## src/rtl/mode_counter.sv

```systemverilog
// mode_counter: parametrised up/down counter producing binary, Gray or
// Johnson sequences from one runtime-selectable instance, with parallel load,
// a combinational terminal-count flag and a registered wrap pulse.
// Optional feature: define MODE_COUNTER_SAT_EN to add the `sat` input, which
// makes the counter hold at its terminal count instead of wrapping.
module mode_counter #(
  parameter int WIDTH = 4
) (
  input  logic             clk,
  input  logic             rst,
  input  logic             en,
  input  logic             up,
  input  logic [1:0]       mode,
  input  logic             load,
  input  logic [WIDTH-1:0] load_val,
`ifdef MODE_COUNTER_SAT_EN
  input  logic             sat,
`endif
  output logic [WIDTH-1:0] q,
  output logic             tc,
  output logic             wrap
);

  localparam logic [1:0] MODE_BIN  = 2'b00;
  localparam logic [1:0] MODE_GRAY = 2'b01;
  localparam logic [1:0] MODE_JOHN = 2'b10;

  localparam logic [WIDTH-1:0] ZERO      = '0;
  localparam logic [WIDTH-1:0] JOHN_LAST = {1'b1, {(WIDTH-1){1'b0}}};

  // state_q is the binary index in binary/Gray modes and the shift register
  // itself in Johnson mode; mode_q records which of the two it currently is.
  logic [WIDTH-1:0] state_q, state_d;
  logic [1:0]       mode_q;
  logic             wrap_q, wrap_d;

  logic [WIDTH-1:0] gray_idx;
  logic [5:0]       trans_cnt;
  logic             john_legal;
  logic [WIDTH-1:0] load_state;
  logic [WIDTH-1:0] step_val;
  logic             john_cur;
  logic             tc_int;
  logic             sat_hold;
  logic             step;

  assign john_cur = (mode_q == MODE_JOHN);

  // Gray-decode the load value into a binary index, MSB downwards.
  always_comb begin
    gray_idx = '0;
    gray_idx[WIDTH-1] = load_val[WIDTH-1];
    for (int i = WIDTH - 2; i >= 0; i--) begin
      gray_idx[i] = gray_idx[i+1] ^ load_val[i];
    end
  end

  // A legal Johnson code has at most one adjacent-bit transition.
  always_comb begin
    trans_cnt = '0;
    for (int i = 0; i < WIDTH - 1; i++) begin
      trans_cnt = trans_cnt + 6'(load_val[i] ^ load_val[i+1]);
    end
  end

  assign john_legal = (trans_cnt <= 6'd1);

  // Load decoding follows the incoming mode so a load can accompany a mode switch.
  always_comb begin
    load_state = load_val;
    if (mode == MODE_JOHN) begin
      load_state = john_legal ? load_val : ZERO;
    end else if (mode == MODE_GRAY) begin
      load_state = gray_idx;
    end
  end

  // Terminal count: last state before wrapping in the current direction.
  always_comb begin
    tc_int = 1'b0;
    if (up) begin
      tc_int = john_cur ? (state_q == JOHN_LAST) : (&state_q);
    end else begin
      tc_int = (state_q == ZERO);
    end
  end

  // One step of the active sequence; Johnson down is the exact reverse shift.
  always_comb begin
    step_val = state_q;
    if (john_cur) begin
      if (up) begin
        step_val = {state_q[WIDTH-2:0], ~state_q[WIDTH-1]};
      end else begin
        step_val = {~state_q[0], state_q[WIDTH-1:1]};
      end
    end else begin
      step_val = up ? (state_q + 1'b1) : (state_q - 1'b1);
    end
  end

`ifdef MODE_COUNTER_SAT_EN
  assign sat_hold = sat & tc_int;
`else
  assign sat_hold = 1'b0;
`endif

  assign step = en && (mode == mode_q) && !sat_hold;

  // Next-state priority: load, then mode-change clear, then step, else hold.
  always_comb begin
    state_d = state_q;
    wrap_d  = 1'b0;
    if (load) begin
      state_d = load_state;
    end else if (mode != mode_q) begin
      state_d = ZERO;
    end else if (step) begin
      state_d = step_val;
      wrap_d  = tc_int;
    end
  end

  // State registers with asynchronous active-low reset.
  always_ff @(posedge clk or negedge rst) begin
    if (!rst) begin
      state_q <= '0;
      mode_q  <= MODE_BIN;
      wrap_q  <= 1'b0;
    end else begin
      state_q <= state_d;
      mode_q  <= mode;
      wrap_q  <= wrap_d;
    end
  end

  assign q    = (mode_q == MODE_GRAY) ? (state_q ^ (state_q >> 1)) : state_q;
  assign tc   = tc_int;
  assign wrap = wrap_q;

endmodule

```

## config.mk

```make
export PLATFORM = sky130hd
export DESIGN_NAME = mode_counter
export DESIGN_NICKNAME = d
export VERILOG_FILES = /design/src/rtl/mode_counter.sv
export SDC_FILE = /design/constraint.sdc
export NUM_CORES = 1
export LEC_CHECK = 0
export CAP_MARGIN = 20
export CORE_MARGIN = 2
export CORE_UTILIZATION = 40
export CTS_CLUSTER_DIAMETER = 60
export DETAILED_ROUTE_END_ITERATION = 8
export PLACE_DENSITY = 0.75
export SLEW_MARGIN = 20
export SYNTH_ARGS = -nofsm -noshare
export SYNTH_HDL_FRONTEND = slang
export SYNTH_SLANG_ARGS = --single-unit
```

## constraint.sdc

```tcl
create_clock -name clk -period 1.5 [get_ports clk]
set_input_delay 0.3 -clock clk [delete_from_list [all_inputs] [get_ports clk]]
set_output_delay 0.3 -clock clk [all_outputs]
set_load 0.01 [all_outputs]
```

Word-level counts from Yosys, hierarchy flattened
Cells that the tools add are included.
W data, S select, Z words.
- add/subtract/negate cells: 4
- magnitude comparators: 1
- equal/unequal tests: 7
- muxes and demuxes: 15
- bitwise operators: 9
- reductions and logical operators: 4
- operators with widths (kind ; count):
    $mux W4 ; 9
    $xor A1 B1 Y1 ; 6
    $mux W1 ; 5
    $add A4 B1 Y4 const B ; 1
    $eq A2 B1 Y1 const B ; 2
    $eq A2 B2 Y1 const B ; 2
    $eq A4 B4 Y1 const B ; 1
    $logic_not A4 Y1 ; 1
    $reduce_and A4 Y1 ; 1
    $sub A4 B1 Y4 const B ; 1
    $xor A4 B3 Y4 ; 1
    $add A2 B1 Y3 ; 1
    $le A3 B1 Y1 const B ; 1
    $mux W3 ; 1
    $reduce_bool A3 Y1 ; 1
    $add A1 B1 Y2 ; 1
    $eq A2 B2 Y1 ; 1
    $ne A2 B2 Y1 ; 1
    $not A1 Y1 ; 2
    $logic_and A1 B1 Y1 ; 1
- register bits: 7
- input bits: 11
- word-level logic and storage cells: 43

Logic depth before layout (Yosys ltp)
- depth in word-level cells: 7
- mapped depth: 7

Worst setup path after synthesis
Ideal clock, no wire load.
- path kind: reg-to-reg
- start point: register state_q[2]
- end point: register state_q[3]
- arrival: 1.547 ns
- slack: -0.173 ns
- stages on the path, launching flop included: 7
- path buffers: 0
- cells stage by stage: dfrtp_1 ha_1 a21oi_1 a211o_1 o2111ai_1 nor4bb_1 nor2_1
- word-level cells in the longest chain between the ends: 6
- elaborated cells on any way between the ends: 8
- classes of those cells: add/sub: 2; mux: 6
- ends and longest elaborated chain (what ; RTL line ; source):
    from (decl) ; 33 ; logic [WIDTH-1:0] state_q, state_d;
    from (signal assigned) ; 131 ; state_q <= state_d;
    $sub A4 B1 Y4 / $add A4 B1 Y4 (equally long branches) ; 98 ; step_val = up ? (state_q + 1'b1) : (state_q - 1'b1);
    $mux W4 ; 98 ;
    $mux W4 * ; 91 ; if (john_cur) begin
    $mux W4 * ; 118 ; end else if (step) begin
    $mux W4 * ; 116 ; end else if (mode != mode_q) begin
    $mux W4 * ; 114 ; if (load) begin
Mark *: on every way between the ends. The rest lies on a longest branch, timed or not. The select of a mux whose other input is x is not followed.
A chain may end at the register's enable or synchronous reset.

Final worst setup path
Same ends and word-level chain as after synthesis.

==> key figures <==
Outcome
  • Status: finished, violations left
  • Failing checks: setup timing

Synthesis
  • Synthesis warning total: 0
  • Post-synthesis mux area share: about 1.3%
  • Post-synthesis register bit count: 7
  • Cells after Synth: 88
  • Synthesized-area fraction occupied by adder cells: between 10% and 20%
  • Post-synth cell types: 33
  • Area share of xor/xnor cells in the synthesized design: 11.6%
  • Share of the synthesized area in compound gates (AO/OA/AOI/OAI): a little over a fifth
  • Post-Synthesis Net Count: roughly 110
  • Syn avg cell area: approximately 8.4 sq um
  • Synthesized cell area: 743 sq um
  • Proportion of synthesized chip area in sequential cells: 23.6%
  • Simple-gate share of the synthesized area: roughly a fifth
  • Dominant combinational cell family by area after synthesis: compound AO/OA/AOI/OAI gates

Detailed routing
  • Number of vias in the routed layout: 840
  • Pre-antenna DRT Iters: 4
  • Drt drc: 0
  • Number of DRC violations after detailed-routing iteration 0: 13
  • Vias per cell: 5.06
  • Wire per inst: 13.6 microns
  • Antenna violation net count after detailed routing: 0
  • Final routed wirelength across all metal layers: 2250 microns

Timing
  • F_max: 577 MHz
  • Rel. slew slack: 79.6%
  • Slew at the pin closest to its max-slew limit: 0.305 ns
  • Number of hold violations in the final report: 0
  • Post-Route Hold Slack: about 0.31 ns
  • Final-layout setup total negative slack: -0.935 ns
  • Post-route worst setup slack: -0.234 ns
  • Largest clock skew in the final design: 0.00337 ns
  • RSZ-0062 raised after global routing: true
  • Slew Viols, Final: 0
  • Clock period minus worst slack: about 1.7 ns
  • Finish-stage setup viols: 8
  • Final cycle utilization of the critical path: 116%

Global routing
  • GRT Total Usage: a little over a fifth
  • Number of global-route vias before repair: 804
  • Total overflow reported by the global router: 0
  • First-pass GRT wire length: 3290 microns
  • Largest net degree at the start of global routing: 8
  • Antenna violations before repair: 0

Clock network
  • Later-pin clock latency in the skew report: 0.24 ns
  • Number of buffers on the longest clock path: 2
  • Number of sinks handled by clock tree synthesis: 7
  • Number of buffers created by CTS: 3
  • TritonCTS clock tree: built
  • CTS Root Buffer Type: clkbuf_4
  • CTS clk-pin slew, worst paths: 0.05 ns
  • Count of hold buffers inserted by post-cts repair: 0
  • Maximum level of the CTS H-tree: 1

Finish
  • Number of nets in the final layout: 162
  • Diode count: 0
  • Fraction of layout instances using a drive strength above 1: approximately half
  • Area added between synthesis and finish: 82.8%
  • Leading cell type in the layout, fill and taps excluded: buf_4
  • Layout Utilization: 77.8%
  • Most used cells in the layout excluding fill and tap cells: buf_4 (28), nand2_1 (8), buf_6 (7)

Critical path
  • Worst Setup Start Kind: register
  • Slowest cell on crit path: dfrtp_2
  • End of the worst register-to-register path: state_q[3]
  • Critical setup path kind: reg2reg
  • Worst stage delay on the critical path: just over 0.4 ns
  • Setup crit end: state_q[3]
  • Worst flop-to-flop path startpoint: state_q[2]
  • Maximum fanout along the worst path: 3
  • Data arrival time at the worst-slack endpoint: approximately 1.9 ns
  • CP endpoint kind: register
  • Ordered cell list for the critical path: buf_6 > ha_4 > a21oi_2 > a211o_1 > o2111ai_1 > nor4bb_2 > nor2_1
  • Worst reg-to-reg setup slack: -0.23 ns
  • Worst Reg2Reg Path Length in Cells: 7
  • WP data required: 1.62 ns
  • Start point of the critical path: state_q[2]

Min path
  • Hold crit path type: in2async

Pwr
  • Power density over cell area: 681 nW/um^2
  • Leakage power figure: 0.000635 uW
  • Worst-case vdd ir drop: 801 uV

Run
  • Number of maximum-capacitance violations: 0

Floorplanning
  • Initial Utilization: 42.6%
  • Height of the die: between 40 and 50 microns
  • Rows: 15
  • Die area: 2220 sq um
  • Top-level I/O count: 17
  • Floorplan die width: 47.1 microns
  • Core Area: 1750 sq um

Placement
  • Half-perimeter wire length of the detailed placement result: 1510 microns
  • RePlAce Congestion: 0.885
  • Post-placement worst setup slack: -0.585 ns
  • Number of I/O port buffers: 16
[logic make-up after synthesis]
family / Yosys count
xor+xnor: 9
fa+ha+maj: 9
mux: 1
flops: 7
buf+inv: 8
compound gates: 24
simple gates: 30
[state kept, by name, indices dropped and copies added (netlist names)]
register  count
state_q       4
mode_q        2
wrap          1
[synthesized netlist by cell type]
library cell | number | area [sq um]
o211a_1 | 1 | 10.0
nor2_1 | 5 | 18.8
buf_4 | 1 | 7.51
a21oi_1 | 3 | 15.0
a31oi_1 | 2 | 12.5
o22ai_1 | 1 | 6.26
xor2_1 | 6 | 52.6
and3b_1 | 1 | 8.76
o2111ai_1 | 1 | 8.76
o21ai_0 | 8 | 40.0
xnor2_1 | 2 | 17.5
dfrtp_1 | 7 | 175
nor4bb_1 | 1 | 10.0
o211ai_1 | 1 | 7.51
nand2b_1 | 3 | 18.8
nor2b_2 | 1 | 8.76
ha_1 | 8 | 100
nand2_1 | 10 | 37.5
clkbuf_2 | 1 | 5.00
inv_1 | 6 | 22.5
a32o_1 | 1 | 10.0
a211o_1 | 1 | 8.76
and2b_2 | 1 | 8.76
nand4_1 | 1 | 6.26
mux2i_1 | 1 | 10.0
and3_1 | 2 | 12.5
a21boi_0 | 2 | 15.0
fa_1 | 1 | 20.0
o22a_1 | 3 | 26.3
nor2b_1 | 1 | 6.26
xor2_2 | 1 | 16.3
nand3_1 | 2 | 10.0
nor3_1 | 2 | 10.0
[routing by layer]
layer	vias to the layer above	track usage (%)	wire, microns
met5	-	0	0
met4	0	3.33	49
met3	6	4.62	57
met2	21	43.8	1270
met1	388	22.5	869
li1	425	-	-
[metrics by stage]
step | cells | power (uW) | cell area (sq um)
after CTS | 166 | 870 | 1280
after global routing | 166 | 991 | 1360
final | 166 | 925 | 1360
after detailed placement | 154 | 642 | 1140
after floorplan | 88 | 425 | 766
after global placement | 154 | 630 | 1140
[where the power goes]
part	switching, uW	leakage [uW]	total [uW]	internal [uW]
clock	63.4	0.0000150	165	101
sequential	15.3	0.0000871	222	207
combinational	245	0.000533	538	293
total	324	0.000635	925	601
[cell type report]
class                      count  area (sq um)
sequential                     7           176
timing repair buffer          51           422
fill                         126           387
clock buffer                   4          26.3
inverter                       6          25.0
tap                           25          31.3
multi-input combinational     73           678
[worst max-delay path, delay by kind of cell (launching register included)]
family / cells / cell delay, ns
flip-flops: 1 / 0.41
AND/OR/NAND/NOR: 2 / 0.35
buffers and inverters: 1 / 0.13
AO/OA/AOI/OAI: 3 / 0.43
adder cells (fa/ha/maj): 1 / 0.28
[timing repair]
item	4_1_cts	5_1_grt
buffers inserted	8	1
pin swaps	16	16
resized for setup	51	19
endpoints found under the setup margin	9	10
cloned	0	0
[worst min-delay path by stage]
stage / startpoint / to / slack [ns] / depth (start not counted)
floorplan: rst / mode_q[0] / 0.004 / 0
global placement: rst / mode_q[1] / 0.57 / 1
detailed placement: rst / mode_q[0] / 0.57 / 1
CTS: rst / state_q[1] / 0.30 / 1
global route: rst / wrap / 0.32 / 1
finish: rst / wrap / 0.31 / 1
No activity file was read; power rests on OpenSTA's default activity.
